===== src/rtl/sub_pkg.sv =====
// Shared types and constants for the bit-serial subtraction path.
//   sub_state_t   : controller FSM state encoding
//   DEFAULT_WIDTH : default operand width
package sub_pkg;
    typedef enum logic [1:0] {
        IDLE  = 2'd0,
        SHIFT = 2'd1,
        DONE  = 2'd2
    } sub_state_t;

    localparam int DEFAULT_WIDTH = 32;
endpackage


===== src/rtl/sub.sv =====
// 1-bit full-subtractor cell: computes a - b - cin.
// Ports:
//   a, b, cin : minuend bit, subtrahend bit, borrow in
//   s         : difference bit
//   cout      : borrow out
module sub (
    input  logic a,
    input  logic b,
    input  logic cin,
    output logic s,
    output logic cout
);
    assign s    = a ^ b ^ cin;
    assign cout = (~a & b) | (~(a ^ b) & cin);
endmodule


===== src/rtl/serial_sub_ctrl.sv =====
// Bit-serial subtractor controller. Feeds one full-subtractor cell LSB first
// for WIDTH cycles, carrying the borrow in a register, then presents the
// result with a one-cycle done pulse.
// Ports:
//   clk      : clock, rising edge
//   rst      : synchronous active-low reset
//   start    : request a subtraction (sampled only in IDLE)
//   a_in     : minuend, captured on accepted start
//   b_in     : subtrahend, captured on accepted start
//   busy     : high whenever not IDLE
//   done     : one-cycle pulse, results valid
//   diff     : a - b modulo 2^WIDTH (held until next result)
//   borrow   : unsigned borrow out (a < b)
//   overflow : signed overflow of a - b
module serial_sub_ctrl
    import sub_pkg::*;
#(
    parameter int WIDTH = DEFAULT_WIDTH
) (
    input  logic             clk,
    input  logic             rst,
    input  logic             start,
    input  logic [WIDTH-1:0] a_in,
    input  logic [WIDTH-1:0] b_in,
    output logic             busy,
    output logic             done,
    output logic [WIDTH-1:0] diff,
    output logic             borrow,
    output logic             overflow
);
    localparam int CNT_W = $clog2(WIDTH + 1);

    sub_state_t       state_q, state_d;
    logic [CNT_W-1:0] cnt_q;
    logic [WIDTH-1:0] a_sh_q, b_sh_q, r_sh_q;
    logic             brw_q;
    logic             a_msb_q, b_msb_q;
    logic [WIDTH-1:0] diff_q;
    logic             borrow_q, overflow_q;

    logic cell_s, cell_cout;
    logic last_bit;

    sub u_cell (
        .a    (a_sh_q[0]),
        .b    (b_sh_q[0]),
        .cin  (brw_q),
        .s    (cell_s),
        .cout (cell_cout)
    );

    assign last_bit = (cnt_q == CNT_W'(WIDTH - 1));

    always_comb begin
        state_d = state_q;
        case (state_q)
            IDLE:    if (start) state_d = SHIFT;
            SHIFT:   if (last_bit) state_d = DONE;
            DONE:    state_d = IDLE;
            default: state_d = IDLE;
        endcase
    end

    always_ff @(posedge clk) begin
        if (!rst) begin
            state_q    <= IDLE;
            cnt_q      <= '0;
            a_sh_q     <= '0;
            b_sh_q     <= '0;
            r_sh_q     <= '0;
            brw_q      <= 1'b0;
            a_msb_q    <= 1'b0;
            b_msb_q    <= 1'b0;
            diff_q     <= '0;
            borrow_q   <= 1'b0;
            overflow_q <= 1'b0;
        end else begin
            state_q <= state_d;
            case (state_q)
                IDLE: begin
                    if (start) begin
                        a_sh_q  <= a_in;
                        b_sh_q  <= b_in;
                        cnt_q   <= '0;
                        brw_q   <= 1'b0;
                        a_msb_q <= a_in[WIDTH-1];
                        b_msb_q <= b_in[WIDTH-1];
                    end
                end
                SHIFT: begin
                    r_sh_q <= {cell_s, r_sh_q[WIDTH-1:1]};
                    a_sh_q <= {1'b0, a_sh_q[WIDTH-1:1]};
                    b_sh_q <= {1'b0, b_sh_q[WIDTH-1:1]};
                    brw_q  <= cell_cout;
                    cnt_q  <= cnt_q + CNT_W'(1);
                    // Publish the result on the edge that enters DONE so the
                    // outputs are already valid while done is high. The final
                    // difference bit is the cell output of this cycle.
                    if (last_bit) begin
                        diff_q     <= {cell_s, r_sh_q[WIDTH-1:1]};
                        borrow_q   <= cell_cout;
                        overflow_q <= (a_msb_q != b_msb_q) && (cell_s != a_msb_q);
                    end
                end
                default: ;
            endcase
        end
    end

    assign busy     = (state_q != IDLE);
    assign done     = (state_q == DONE);
    assign diff     = diff_q;
    assign borrow   = borrow_q;
    assign overflow = overflow_q;
endmodule


===== config.mk =====
export PLATFORM = sky130hd
export DESIGN_NAME = serial_sub_ctrl
export DESIGN_NICKNAME = d
export VERILOG_FILES = /design/src/rtl/sub_pkg.sv /design/src/rtl/sub.sv /design/src/rtl/serial_sub_ctrl.sv
export SDC_FILE = /design/constraint.sdc
export NUM_CORES = 1
export LEC_CHECK = 0
export CAP_MARGIN = 20
export CORE_ASPECT_RATIO = 0.7
export CORE_MARGIN = 8
export CORE_UTILIZATION = 56
export CTS_CLUSTER_SIZE = 16
export DETAILED_ROUTE_END_ITERATION = 7
export GPL_ROUTABILITY_DRIVEN = 0
export PLACE_DENSITY = 0.85
export SLEW_MARGIN = 20
export SYNTH_ARGS = -nofsm -noshare
export SYNTH_HDL_FRONTEND = slang
export SYNTH_SLANG_ARGS = --single-unit

===== constraint.sdc =====
create_clock -name clk -period 3.5 [get_ports clk]
set_input_delay 0.7 -clock clk [delete_from_list [all_inputs] [get_ports clk]]
set_output_delay 0.7 -clock clk [all_outputs]
set_load 0.02 [all_outputs]

==> results of run 1 <==
through the flow:
stage | power, uW | utilization
2_1_floorplan | 1923 | -
5_1_grt | 4017 | 0.7374
4_1_cts | 3898 | 0.7358
3_3_place_gp | 2026 | 0.6703
3_5_place_dp | 2042 | 0.6703
6_report | 3890 | 0.7374
flip-flops by register name (all words and copies together) (netlist names):
name / flops
a_msb_q: 1
a_sh_q: 32
b_msb_q: 1
b_sh_q: 32
borrow: 1
brw_q: 1
cnt_q: 6
diff: 32
overflow: 1
r_sh_q: 31
state_q: 2
cell type report:
type | count | area [sq um] | share of cell area
clock buffer | 17 | 425.4 | 0.06051
clock inverter | 15 | 198.9 | 0.02830
inverter | 37 | 138.9 | 0.01975
multi-input combinational | 397 | 2178 | 0.3098
sequential | 140 | 2803 | 0.3986
tap | 128 | 160.2 | 0.02278
timing repair buffer | 115 | 1126 | 0.1602
power groups by stage:
stage / logic (uW) / registers (uW) / clock network (uW)
detailed placement: 308 / 1730 / 0
global route: 342 / 1710 / 1970
floorplan: 201 / 1720 / 0
CTS: 312 / 1700 / 1880
finish: 312 / 1700 / 1870
global placement: 295 / 1730 / 0
critical path: stages (launching register included):
cell and delay, ns:
dfxtp_1 0.57, or2_2 0.18, clkdlybuf4s50_1 0.60
layer usage:
layer | vias to the layer above | wire, microns
met1 | 2346 | 5826
met5 | - | 0
met2 | 154 | 6689
met4 | 0 | 293
met3 | 26 | 796
li1 | 2386 | -
cells in the final DEF, fill, tap and decap left out, types with 2 or more instances in the layout:
cell type	Yosys	layout
a21oi_1	137	137
a22oi_1	27	27
a311oi_1	2	2
and3b_1	2	2
buf_4	6	12
bufinv_16	0	4
clkbuf_16	0	17
clkdlybuf4s50_1	0	102
clkinv_2	0	4
clkinv_4	0	5
clkinvlp_4	0	2
dfxtp_1	140	140
inv_1	36	36
nand2_1	98	98
nand3_1	37	37
nor2_1	2	2
o21ai_0	33	33
o221ai_1	35	35
or3_1	2	2
path summary, 6_finish.rpt:
kind	startpoint	to	slack, ns	depth (start not counted)
worst max-delay path	state_q[0]	busy	1.04	2
worst min-delay path	b_sh_q[28]	b_sh_q[28]	0.45	2
worst max register to register	cnt_q[0]	diff[17]	1.36	5
worst min register to register	b_sh_q[28]	b_sh_q[28]	0.45	2
kinds of logic after synthesis:
kind of cell	synth area share
compound gates	0.2659
mux	0.001850
simple gates	0.1251
buf+inv	0.08324
fa+ha+maj	0.006011
flops	0.5179
==> results by group, run 1 <==
Run status
  – Outcome: complete, no violations

Yosys
  – Synth unique cells: 39
  – Synth Flop Type: dfxtp_1
  – Mapped Nets: 702
  – Post-synth EDFFs: 0
  – #FFs+latches synth: 140
  – Mapped Cells: 633
  – Post-synthesis cell area: 5411 sq um
  – Top cells by count, synth: dfxtp_1, a21oi_1, nand2_1, nand3_1, inv_1
  – Syn avg cell area: 8.549 sq um
  – Most area-consuming cells after synthesis: dfxtp_1, a21oi_1, nand2_1
  – Post-synth ARST share: 0
  – Most frequent cell after synthesis: dfxtp_1
  – Yosys warning count: 0
  – Seq/Total Area, Yosys: 0.5179
  – Synth top area share: 0.5179
  – Largest area contributor in the netlist: dfxtp_1

Placed design
  – Detailed placer's ending HPWL: 8.541 mm
  – Placed cell count: 816
  – Post-Place Cell Area: 6391 sq um
  – Pre-CTS setup slack: 1.128 ns
  – Port-buffer cells: 102

Floorplanning
  – # rows: 30
  – Die Area: 13120 sq um
  – Starting density of the core: 0.5676
  – Core Box Area: 9534 sq um
  – I/O Pins: 103
  – DIE HEIGHT: 98.25 microns
  – Die width: 133.5 microns

Power and ir drop
  – Pleak: 0.002414 uW
  – Internal: 2994 uW
  – Maximum vdd drop: 0.3562 mV
  – Switching portion of total power: 0.2302
  – Sequential Power Share: 0.438
  – Combinational Power Share: 0.080
  – Cell area power density: 553.3 nW/um^2
  – Sw Pwr: 895.4 uW
  – Clock Power Share: 0.482

Layout
  – Nets: 777
  – Layout cell share with drive strength beyond 1: 0.07212
  – Final std cells w/o fill: 849
  – Area Overhead vs Synth: 29.92%
  – Final Cell Area: 7030 sq um
  – # diodes: 0
  – FILL cells: 705

Timing
  – Final Max Tran Viols: 0
  – Endpoints failing hold: 0
  – Setup_tns: 0 ns
  – RSZ-0062 raised after global routing: no
  – Worst setup margin: 1.042 ns
  – Post-Route Skew: 0.008166 ns
  – Hold_ws: 0.4468 ns
  – Tmin final: 2.458 ns
  – Max Fclk: 406.8 MHz
  – Worst Max-Slew Pin Slew: 0.9621 ns
  – Final setup fails: 0
  – Post-route clock period utilization: 0.7023
  – Slew HR: 0.3586

Routing
  – Drt via density: 5.786
  – # DRC: 0
  – Final ANT Viol Nets: 0
  – First-pass DRT Iterations: 6
  – WL final: 13.61 mm
  – DR WL/cell: 16.03 microns
  – Total number of vias: 4912
  – Initial drt markers: 441

CTS
  – CTS sink cnt: 140
  – Post-CTS Resized: 0
  – TritonCTS clock tree: done
  – Hold-fix buffers at CTS: 0
  – Clk slew on worst S/H paths: 0.06 ns
  – CTS Buffer Depth: 2
  – Cts bufs inserted: 17
  – Root buffer cell: clkbuf_16
  – Total number of H-tree levels: 4
  – Worst skew pair latency: 0.42 ns
  – Post-CTS Setup Bufs: 0

Run
  – Max_cap viols: 0

Global route
  – GRT Total Usage: 0.2067
  – Global routing usage on met1: 0.2464
  – Largest net degree at the start of global routing: 67
  – GR peak layer: met2
  – Vias in the first global route: 4774
  – First-pass GRT wire length: 22.56 mm
  – GR Layer Usage met3: 0.06103
  – Met2 GRT Util: 0.3451
  – Global route total overflow: 0
  – Initial antenna violation count: 0

Setup path
  – WS Path Type: reg -> out
  – Critical Path End Type: output port
  – CP arrival: 1.76 ns
  – CP Launch Type: flop
  – CP required: 2.80 ns
  – Crit Path Max Fanout: 9

Hold path
  – Hold crit path type: reg -> reg
Power figures use the tool's default switching activity.
==> inputs of run 2 (changes only) <==
- CORE_UTILIZATION: 56 -> 47
- PLACE_DENSITY: 0.85 -> 0.76
- clock period: 3.5 -> 2.05 ns (I/O delays scaled with it)
==> results by group, run 2 (same netlist as run 1, synthesis figures left out) <==
Placed design
  – Post-Place Cell Area: 6569 sq um
  – Port-buffer cells: 102
  – Detailed placer's ending HPWL: 8.741 mm

Routing
  – # DRC: 0
  – DR WL/cell: 15.35 microns
  – Total number of vias: 4835
  – Initial drt markers: 404
  – Final ANT Viol Nets: 0
  – First-pass DRT Iterations: 5
  – WL final: 13.56 mm
  – Drt via density: 5.476

Setup path
  – CP arrival: 1.57 ns
  – Worst path cell trace: or2_2 > clkdlybuf4s50_1
  – WP buf/inv: 1
  – CP max stage delay: 0.54 ns
  – Critical Path End Type: output port
  – Crit Path Max Fanout: 3
  – CP Launch Type: flop
  – Worst path slowest cell: clkdlybuf4s50_1
  – CP top delay family: buffers and inverters
  – WS Path Type: reg -> out
  – CP required: 1.64 ns

Timing
  – Post-Route Skew: 0.006587 ns
  – Post-route clock period utilization: 0.9668
  – Endpoints failing hold: 0
  – Slew HR: 0.7243
  – Worst Max-Slew Pin Slew: 0.4136 ns
  – Tmin final: 1.982 ns
  – Setup_tns: 0 ns
  – Hold_ws: 0.4462 ns
  – Max Fclk: 504.5 MHz
  – Final setup fails: 0
  – Final Max Tran Viols: 0
  – RSZ-0062 raised after global routing: no

CTS
  – Total number of H-tree levels: 4
  – Post-CTS Resized: 0
  – Hold-fix buffers at CTS: 0
  – Root buffer cell: clkbuf_16
  – Clk slew on worst S/H paths: 0.06 ns
  – Post-CTS Setup Bufs: 0
  – CTS sink cnt: 140
  – CTS Buffer Depth: 2
  – TritonCTS clock tree: done
  – Cts bufs inserted: 17
  – Worst skew pair latency: 0.41 ns

Global route
  – Vias in the first global route: 4669
  – Initial antenna violation count: 0
  – Largest net degree at the start of global routing: 43
  – First-pass GRT wire length: 22.76 mm
  – GRT Total Usage: 0.1824
  – Global route total overflow: 0

Layout
  – FF/Latch Area: 2803 sq um
  – Nets: 787
  – Area Overhead vs Synth: 32.90%
  – # diodes: 0
  – Most frequent cells in the layout: dfxtp_1, a21oi_1, clkdlybuf4s50_1
  – Leading cell type in the layout, fill and taps excluded: dfxtp_1
  – Layout cell share with drive strength beyond 1: 0.08356
  – Final Cell Area: 7192 sq um
  – Area occupied by multi-input gates: 2178 sq um
  – FILL cells: 917

Floorplanning
  – # rows: 32
  – Core Box Area: 11130 sq um
  – I/O Pins: 103
  – Starting density of the core: 0.4862
  – DIE HEIGHT: 105.8 microns
  – Die Area: 15260 sq um
  – Die width: 144.3 microns

Power and ir drop
  – Cell area power density: 931.2 nW/um^2
  – Pleak: 0.002474 uW
  – Maximum vdd drop: 0.6983 mV

Run status
  – Outcome: complete, no violations

Hold path
  – Hold crit path type: reg -> reg

Run
  – Max_cap viols: 0
[run 2: metal layers]
metal  track usage  routed length (microns)
met1        0.2412                     6393
met2        0.2802                     6230
met3       0.05813                      810
met4       0.05181                      120
met5             0                        0
[run 2: path summary, 6_finish.rpt]
check             start          to  slack, ns  cells past startpoint
max reg2reg    cnt_q[0]      borrow       0.45                      5
min reg2reg  b_sh_q[19]  b_sh_q[19]       0.45                      2
min          b_sh_q[19]  b_sh_q[19]       0.45                      2
max          state_q[1]        busy       0.07                      2
[run 2: cell type report]
cell class | instances | area share
Sequential cell | 140 | 0.3897
Multi-Input combinational cell | 397 | 0.3029
Timing Repair Buffer | 125 | 0.1747
Clock buffer | 19 | 0.06298
Tap cell | 153 | 0.02662
Clock inverter | 12 | 0.02366
Inverter | 37 | 0.01948
[run 2: where the power goes]
group	internal (uW)	switching, uW	leakage, uW
combinational	273	302	0.00103
sequential	2840	61.8	0.00114
clock	2080	1140	0.000297
[run 2: worst reg2reg max path, cell delays in order (launching register included)]
cell and delay, ns:
dfxtp_1 0.39, ha_1 0.28, and3b_1 0.25, buf_12 0.20, a21oi_1 0.09, a311oi_1 0.28
[run 2: per-stage QoR]
stage,util,total power (uW),setup WS (ns),instances
after floorplan,-,3284,0.6286,633
after global placement,0.5902,3502,0.2010,852
after detailed placement,0.5902,3525,0.1408,852
after CTS,0.6461,6742,0.04382,883
after global routing,0.6461,6946,0.02394,883
final,0.6461,6697,0.06800,883
==> inputs of run 3 (changes only) <==
- CORE_ASPECT_RATIO: 0.7 -> default
- SLEW_MARGIN: 20 -> 0
==> results by group, run 3 (same netlist as run 1, synthesis figures left out) <==
Setup path
  – CP endpoint: diff[31]
  – CP arrival: 1.39 ns
  – Reg2Reg Depth: 5
  – Worst path slowest cell: clkdlybuf4s50_1
  – CP required: 1.64 ns
  – WS Path Type: reg -> out
  – Crit Path Max Fanout: 2
  – Critical Path End Type: output port
  – CP max stage delay: 0.63 ns
  – CP Launch Type: flop
  – Worst r2r dst: borrow
  – Worst path cell trace: clkdlybuf4s50_1
  – WP buf/inv: 1
  – CP top delay family: buffers and inverters
  – Reg-to-reg slack, setup: 0.43 ns
  – Stages on the worst setup path: 1
  – CP startpoint: diff[31]
  – Reg2reg start: cnt_q[0]

Timing
  – RSZ-0062 raised after global routing: no
  – Slew HR: 0.7216
  – Endpoints failing hold: 0
  – Tmin final: 1.803 ns
  – Worst Max-Slew Pin Slew: 0.4177 ns
  – Final Max Tran Viols: 0
  – Setup_tns: 0 ns
  – Post-route clock period utilization: 0.8795
  – Worst setup margin: 0.2470 ns
  – Final setup fails: 0
  – Post-Route Skew: 0.006553 ns
  – Max Fclk: 554.6 MHz

Power and ir drop
  – Maximum vdd drop: 0.5428 mV
  – Internal: 5064 uW
  – Pleak: 0.002496 uW
  – Combinational Power Share: 0.088
  – Design Power: 6527 uW
  – Sw Pwr: 1463 uW
  – Clock Power Share: 0.468
  – Switching portion of total power: 0.2241
  – Sequential Power Share: 0.445
  – Cell area power density: 911.3 nW/um^2

CTS
  – Post-CTS Setup Bufs: 0
  – Root buffer cell: clkbuf_16
  – TritonCTS clock tree: done
  – Total number of H-tree levels: 4
  – Hold-fix buffers at CTS: 0
  – Clk slew on worst S/H paths: 0.06 ns
  – CTS sink cnt: 140
  – Cts bufs inserted: 17
  – Worst skew pair latency: 0.41 ns
  – CTS Buffer Depth: 2

Routing
  – # DRC: 0
  – Drt via density: 5.502
  – Initial drt markers: 335
  – DR WL/cell: 14.82 microns
  – WL final: 12.94 mm
  – Final ANT Viol Nets: 0
  – Total number of vias: 4803
  – First-pass DRT Iterations: 7

Global route
  – GRT Total Usage: 0.1728
  – First-pass GRT wire length: 21.58 mm
  – Initial antenna violation count: 0
  – Vias in the first global route: 4640
  – Largest net degree at the start of global routing: 44
  – Global route total overflow: 0

Placed design
  – Detailed placer's ending HPWL: 8.639 mm
  – Pre-CTS setup slack: 0.1664 ns
  – Placed cell count: 841
  – Port-buffer cells: 102
  – Post-Place Cell Area: 6560 sq um

Hold path
  – Hold crit path type: reg -> reg

Floorplanning
  – Starting density of the core: 0.4780
  – DIE HEIGHT: 123.3 microns
  – Die width: 123.3 microns
  – I/O Pins: 103
  – # rows: 39
  – Die Area: 15200 sq um
  – Core Box Area: 11320 sq um

Run status
  – Outcome: complete, no violations

Layout
  – Leading cell type in the layout, fill and taps excluded: dfxtp_1
  – Area Overhead vs Synth: 32.35%
  – # diodes: 0
  – Nets: 786
  – Layout cell share with drive strength beyond 1: 0.07945
  – Most frequent cells in the layout: dfxtp_1, a21oi_1, clkdlybuf4s50_1
  – Final std cells w/o fill: 873
  – Final Cell Area: 7162 sq um
  – FILL cells: 972

Run
  – Max_cap viols: 0
run 3: cell types whose count changed in the layout (fill, tap and decap cells not counted), sizes merged:
cell / before / now
clkbuf: 19 / 22
clkdlybuf4s50: 102 / 100
buf: 23 / 22
clkinvlp: 4 / 2
inv: 36 / 37
bufinv: 4 / 3
dlymetal6s2s: 0 / 2
run 3: worst min path at each step:
stage / cells after the start / startpoint / slack [ns] / to
final: 2 / b_sh_q[2] / 0.44 / b_sh_q[2]
after CTS: 2 / b_sh_q[2] / 0.44 / b_sh_q[2]
after floorplan: 2 / a_sh_q[27] / 0.42 / a_sh_q[27]
after global placement: 2 / b_sh_q[3] / 0.43 / b_sh_q[3]
after detailed placement: 2 / b_sh_q[2] / 0.43 / b_sh_q[2]
after global routing: 2 / b_sh_q[5] / 0.46 / b_sh_q[5]
run 3: power by group through the flow:
stage          clock network, uW  registers, uW  logic, uW
2_1_floorplan                  0           2940        343
3_3_place_gp                   0           2950        555
3_5_place_dp                   0           2960        571
4_1_cts                     3100           2900        574
5_1_grt                     3230           2910        634
6_report                    3050           2900        571
run 3: area by class of cell:
class | instances | area [sq um] | area share
Tap cell | 143 | 178.9 | 0.02498
Clock inverter | 10 | 141.4 | 0.01974
Sequential cell | 140 | 2804 | 0.3915
Timing Repair Buffer | 124 | 1266 | 0.1768
Clock buffer | 22 | 454.2 | 0.06342
Multi-Input combinational cell | 397 | 2178 | 0.3042
Inverter | 37 | 138.9 | 0.01939
run 3: stage by stage:
step / hold slack, ns / util
3_5_place_dp: 0.4347 / 0.5795
5_1_grt: 0.4649 / 0.6326
6_report: 0.4445 / 0.6326
4_1_cts: 0.4437 / 0.6322
3_3_place_gp: 0.4321 / 0.5795
2_1_floorplan: 0.4238 / -
run 3: timing repair:
item,in CTS,in global routing
resized for setup,1,2
endpoints found under the setup margin,2,2
pin swaps,0,0
run 3: per-layer routing:
layer / global-route usage / routed length [microns] / vias to the layer above
met5: 0 / 0 / -
met4: 0.05418 / 159 / 0
met3: 0.05845 / 851 / 18
met2: 0.2785 / 6156 / 133
met1: 0.2138 / 5774 / 2252
li1: - / - / 2400
